<file path="config.mk">
export PLATFORM = sky130hd
export DESIGN_NAME = hwag_div_scheduler
export DESIGN_NICKNAME = d
export VERILOG_FILES = /design/src/rtl/hwag_div_scheduler.sv
export SDC_FILE = /design/constraint.sdc
export NUM_CORES = 1
export LEC_CHECK = 0
export BUFFER_PORTS_ARGS = -buffer_cell sky130_fd_sc_hd__buf_2
export CAP_MARGIN = 15
export CORE_AREA = 2 2 145 147
export CTS_CLUSTER_SIZE = 20
export DETAILED_ROUTE_END_ITERATION = 8
export DIE_AREA = 0 0 147 149
export PLACE_DENSITY = 0.79
export SYNTH_ARGS = -nofsm -noshare
export SYNTH_HDL_FRONTEND = slang
export SYNTH_SLANG_ARGS = --single-unit
</file>
<file path="constraint.sdc">
create_clock -name clk -period 2.3 [get_ports clk]
set_input_delay 0.115 -clock clk [delete_from_list [all_inputs] [get_ports clk]]
set_output_delay 0.115 -clock clk [all_outputs]
set_load 0.1 [all_outputs]
</file>
<file path="src/rtl/hwag_div_scheduler.sv">
// hwag_div_scheduler
//   Shares one sequential integer divider between NREQ requesters. Each
//   request snapshots its dividend/divisor. A round-robin arbiter picks the
//   next pending slot, drives the divider, and returns the quotient and
//   remainder into that slot with a one-cycle done pulse.
//
// Optional build macro:
//   HWAG_DIV_SCHED_PRIO_EN  fixed priority (lowest index wins) instead of
//                           round-robin.
//
// Ports:
//   clk, rst                     clock, synchronous active-high reset
//   req[NREQ]                    request pulses, operands sampled same cycle
//   dividend_bus, divider_bus    packed operands, slot i at [i*WIDTH +: WIDTH]
//   div_start                    one-cycle start pulse to the divider
//   div_dividend, div_divider    registered operands to the divider
//   div_rdy                      divider ready / result-valid level
//   div_result, div_remainder    divider outputs
//   res_bus, rem_bus             held quotient / remainder per slot
//   done[NREQ]                   one-hot pulse when a slot is updated
//   dz[NREQ], tmo[NREQ]          slot's last op was divide-by-zero / timed out
//   busy                         scheduler not idle
module hwag_div_scheduler #(
  parameter int WIDTH = 24,
  parameter int NREQ  = 2,
  parameter int TMO_W = 8
) (
  input  logic                  clk,
  input  logic                  rst,
  input  logic [NREQ-1:0]       req,
  input  logic [NREQ*WIDTH-1:0] dividend_bus,
  input  logic [NREQ*WIDTH-1:0] divider_bus,
  output logic                  div_start,
  output logic [WIDTH-1:0]      div_dividend,
  output logic [WIDTH-1:0]      div_divider,
  input  logic                  div_rdy,
  input  logic [WIDTH-1:0]      div_result,
  input  logic [WIDTH-1:0]      div_remainder,
  output logic [NREQ*WIDTH-1:0] res_bus,
  output logic [NREQ*WIDTH-1:0] rem_bus,
  output logic [NREQ-1:0]       done,
  output logic [NREQ-1:0]       dz,
  output logic [NREQ-1:0]       tmo,
  output logic                  busy
);

  localparam int IW = (NREQ > 2) ? 2 : 1;
  localparam logic [IW-1:0] PTR_RST = IW'(NREQ - 1);
  // Last WAIT cycle before giving up: the counter reaches all-ones on this edge.
  localparam logic [TMO_W-1:0] TMO_LAST = {{(TMO_W-1){1'b1}}, 1'b0};

  typedef enum logic [1:0] {
    S_IDLE,
    S_ZERO,
    S_START,
    S_WAIT
  } state_t;

  state_t           state;
  logic [NREQ-1:0]  pending;
  logic [WIDTH-1:0] snap_dvd [NREQ];
  logic [WIDTH-1:0] snap_dvs [NREQ];
  logic [IW-1:0]    ptr;
  logic [IW-1:0]    cur;
  logic [TMO_W-1:0] tmo_cnt;

  logic             grant_any;
  logic [IW-1:0]    grant_idx;
  logic [NREQ-1:0]  clr;

  always_comb begin
    grant_any = 1'b0;
    grant_idx = '0;
    clr       = '0;
`ifdef HWAG_DIV_SCHED_PRIO_EN
    for (int unsigned k = 0; k < NREQ; k++) begin
      if (!grant_any && pending[IW'(k)]) begin
        grant_any = 1'b1;
        grant_idx = IW'(k);
      end
    end
`else
    for (int unsigned k = 1; k <= NREQ; k++) begin
      if (!grant_any && pending[IW'((32'(ptr) + k) % NREQ)]) begin
        grant_any = 1'b1;
        grant_idx = IW'((32'(ptr) + k) % NREQ);
      end
    end
`endif
    if (state == S_IDLE && grant_any) clr[grant_idx] = 1'b1;
  end

  always_ff @(posedge clk) begin
    if (rst) begin
      state        <= S_IDLE;
      pending      <= '0;
      ptr          <= PTR_RST;
      cur          <= '0;
      tmo_cnt      <= '0;
      for (int unsigned i = 0; i < NREQ; i++) begin
        snap_dvd[IW'(i)] <= '0;
        snap_dvs[IW'(i)] <= '0;
      end
      div_start    <= 1'b0;
      div_dividend <= '0;
      div_divider  <= '0;
      res_bus      <= '0;
      rem_bus      <= '0;
      done         <= '0;
      dz           <= '0;
      tmo          <= '0;
      busy         <= 1'b0;
    end else begin
      done      <= '0;
      div_start <= 1'b0;

      // A new request in the grant cycle re-arms the slot: set wins over clear.
      pending <= (pending & ~clr) | req;
      for (int unsigned i = 0; i < NREQ; i++) begin
        if (req[IW'(i)]) begin
          snap_dvd[IW'(i)] <= dividend_bus[i*WIDTH +: WIDTH];
          snap_dvs[IW'(i)] <= divider_bus[i*WIDTH +: WIDTH];
        end
      end

      case (state)
        S_IDLE: begin
          if (grant_any) begin
            cur          <= grant_idx;
            ptr          <= grant_idx;
            div_dividend <= snap_dvd[grant_idx];
            div_divider  <= snap_dvs[grant_idx];
            busy         <= 1'b1;
            if (snap_dvs[grant_idx] == '0) begin
              state <= S_ZERO;
            end else begin
              state     <= S_START;
              div_start <= 1'b1;
            end
          end
        end

        S_ZERO: begin
          res_bus[cur*WIDTH +: WIDTH] <= '1;
          rem_bus[cur*WIDTH +: WIDTH] <= div_dividend;
          dz[cur]   <= 1'b1;
          tmo[cur]  <= 1'b0;
          done[cur] <= 1'b1;
          busy      <= 1'b0;
          state     <= S_IDLE;
        end

        S_START: begin
          tmo_cnt <= '0;
          state   <= S_WAIT;
        end

        S_WAIT: begin
          tmo_cnt <= tmo_cnt + 1'b1;
          // tmo_cnt == 0 marks the first WAIT cycle, where div_rdy may still
          // reflect the previous operation.
          if (tmo_cnt != '0 && div_rdy) begin
            res_bus[cur*WIDTH +: WIDTH] <= div_result;
            rem_bus[cur*WIDTH +: WIDTH] <= div_remainder;
            dz[cur]   <= 1'b0;
            tmo[cur]  <= 1'b0;
            done[cur] <= 1'b1;
            busy      <= 1'b0;
            state     <= S_IDLE;
          end else if (tmo_cnt == TMO_LAST) begin
            dz[cur]   <= 1'b0;
            tmo[cur]  <= 1'b1;
            done[cur] <= 1'b1;
            busy      <= 1'b0;
            state     <= S_IDLE;
          end
        end

        default: state <= S_IDLE;
      endcase
    end
  end

endmodule

</file>
==> results.yml <==
global_route:
  grt_max_degree: 141
  antenna_found_initial: 2
  grt_pass1_wl_um: 45700
  grt-ovfl-total: 0
  grt_pass1_vias: 8699
  track_usage_pct: 26.1
clocking:
  clk_latency_ps: 530
  cts_buffers: 27
  cts.htree.levels: 1
  cts_sinks: 262
  cts_root_buffer: "clkbuf_16"
  cts.clk_slew.worst_paths_ps: 60
  cts_tree: "yes"
  clk_path_buf_depth: 3
placed_design:
  placed_area_sq_um: 12200
  place_hpwl_um: 18200
  place_congestion: 0.838
  portBuffers: 300
  place_ws_ps: 286
  dp.cells: 1495
run_status:
  status: "complete, no violations"
critical_path:
  cp_max_fo: 73
  critPathLaunchType: "register"
  reg2regPathDepth: 8
  crit_slowest_cell: "dfxtp_1"
  critPathKind: "reg2reg"
  end_kind: "register"
  r2r_slack_ps: 170
  arrival_ps: 2520
  crit_chain: "inv_1, ha_1, nor4b_2, a21o_2, nor2_4, buf_12, nor2_1, a211oi_1"
  slowest_delay_ps: 370
  required_ps: 2690
worst_hold_path:
  hp-class: "in2reg"
  holdPathStages: 4
die:
  fp.dieW_um: 147
  pin_count: 301
  start_util_pct: 50.9
  core_area_sq_um: 20600
  die-area_sq_um: 21900
  std_cell_rows: 53
  die_h_um: 149
synth:
  avgSynthCellArea_sq_um: 10.7
  syn_area_sq_um: 10500
  synth_area_leaders: "dfxtp_1 32%, edfxtp_1 28%, and2_1 5.7%, mux2i_1 4.6%, a21oi_1 4.0%"
  synth_nets: 1131
  synth.distinct_cells: 39
  ys_seq_area_share_pct: 59.4
  async_reset_ff_share_pct: 0
  synth_largest_area_cell: "dfxtp_1"
  synth_cells: 979
  synth-seq-cells: 262
  yosysTopAreaCellShare_pct: 31.8
  synth_edf_count: 96
  synth-warning-count: 0
  ys.flop_type: "dfxtp_1"
timing:
  period_needed_ps: 2130
  setup-tns-final_ps: 0
  skew_ps: 11.7
  fmax_mhz: 470
  min_period_over_period_pct: 92.5
  maxSlewHeadroom_pct: 48.4
  setup_ws_ps: 173
  slew_viol_final: 0
  rsz0062_at_grt: "no"
  hold_ws_ps: 6.56
  setup_violations: 0
  worst_pin_slew_ps: 774
  finalHoldViolCount: 0
final_layout:
  drive_gt1_share_pct: 28.5
  design_area_sq_um: 14400
  post-route-util_pct: 69.9
  area_delta_synth_final_pct: 37.4
  final_nets: 1528
  n_fill_cell: 1478
  finalNonFillerCells: 1673
pwr:
  intPower_mw: 8.75
  p_sw_mw: 4.52
  clock_power_share_pct: 33.8
  leakage_nw: 6.02
  swShare_pct: 34.1
  max-vdd-ir-drop_mv: 0.779
  powerDensity_nw_per_um2: 924
  power_frac_seq_pct: 41.0
  power_mw: 13.3
  p_comb_share_pct: 25.2
route:
  postRouteAntennaNets: 0
  first_iter_violations: 520
  drc: 0
  post_drt_wl_per_cell_um: 17.9
  firstDrtPassIters: 5
  routed-via-count: 8921
  drt_wl_total_um: 30000
  avgViaCountPerCell: 5.33
run:
  maxCapViolations: 0
## sequential cells by signal (all words and copies together) (netlist names), named ones only
| register | flops |
|---|---|
| rem_bus | 48 |
| div_divider | 24 |
| done | 2 |
| pending | 2 |
| div_dividend | 24 |
| tmo_cnt | 8 |
| snap_dvd | 48 |
| busy | 1 |
| res_bus | 48 |
| ptr | 1 |
| state | 2 |
| snap_dvs | 48 |
| div_start | 1 |
| cur | 1 |
## per-layer routing
metal	up-vias	global-route usage, %	wire length [um]
met4	0	11.1	1240
li1	4262	-	-
met2	405	44.6	14600
met3	92	4.92	2170
met5	-	0	0
met1	4162	32.6	12000
## cell usage in the layout (no fill, tap or decap), types with 20 or more instances in the layout
master,count
mux2i_1,48
buf_2,299
a211oi_1,52
dlygate4sd3_1,125
a211oi_2,20
edfxtp_1,96
nor2_1,110
clkbuf_16,27
a22oi_1,24
a21oi_1,84
or3_1,28
nand3b_1,24
dfxtp_1,166
and2_1,96
nand2_1,80
## critical path: cells and delay by family, from the launching register on
family / cells / cell delay, ps
simple gates: 3 / 420
flops: 1 / 370
fa+ha+maj: 1 / 190
compound gates: 2 / 600
buf+inv: 2 / 380
## layout make-up
cell class / count / area [sq um] / share of cell area [%]
flip-flops and latches: 262 / 6210 / 43.2
multi-input cells: 633 / 3880 / 27.0
repair buffers: 445 / 2980 / 20.8
diodes: 2 / 5.00 / 0.0348
well taps: 275 / 344 / 2.40
clock buffers: 34 / 733 / 5.11
inverters: 7 / 26.3 / 0.183
clock inverters: 15 / 180 / 1.25
## cells in the mapped netlist (2+ instances only)
master,count
dfxtp_1,166
nor2_1,112
and2_1,96
edfxtp_1,96
a21oi_1,84
nand2_1,82
a211oi_1,52
mux2i_1,48
clkbuf_1,39
or3_1,28
a22oi_1,24
nand3b_1,24
buf_2,21
a211oi_2,20
nor4_1,13
buf_4,8
inv_1,7
nor3_1,7
o21ai_0,7
nand3_1,6
nand4_1,6
buf_1,5
buf_6,4
xor2_1,4
ha_1,3
and3_1,2
nand2b_1,2
nor4b_2,2
## path summary, 6_finish.rpt
path                            start                       end
min reg2reg  rem_bus[11]$_SDFFE_PP0P_  rem_bus[11]$_SDFFE_PP0P_
min                           div_rdy                  register
max           tmo_cnt[0]$_SDFFE_PP0P_  res_bus[38]$_SDFFE_PP0P_
max reg2reg   tmo_cnt[0]$_SDFFE_PP0P_  res_bus[38]$_SDFFE_PP0P_
## logic make-up after synthesis
| logic type | after synthesis | share of synthesized area [%] |
|---|---|---|
| AND/OR/NAND/NOR | 384 | 18.8 |
| XOR/XNOR | 4 | 0.335 |
| AO/OA/AOI/OAI | 194 | 12.8 |
| buffers and inverters | 84 | 3.84 |
| adder cells (fa/ha/maj) | 3 | 0.359 |
| multiplexers | 48 | 4.60 |
| flip-flops | 262 | 59.4 |
## timing repair
| action | CTS | global route |
|---|---|---|
| setup buffers | 0 | 1 |
| resized for setup | 0 | 1 |
| endpoints found under the hold margin | 160 | 0 |
| endpoints found under the setup margin | 0 | 1 |
| hold buffers | 125 | 0 |
## power by group through the flow
stage               Combinational [mW]  Sequential (mW)  Clock [mW]
CTS                               3.30             5.43        4.54
finish                            3.34             5.44        4.48
global route                      3.51             5.48        4.73
detailed placement                3.13             5.53           0
global placement                  3.09             5.51           0
floorplan                         1.01             6.99           0
(Power assumes the default switching activity.)
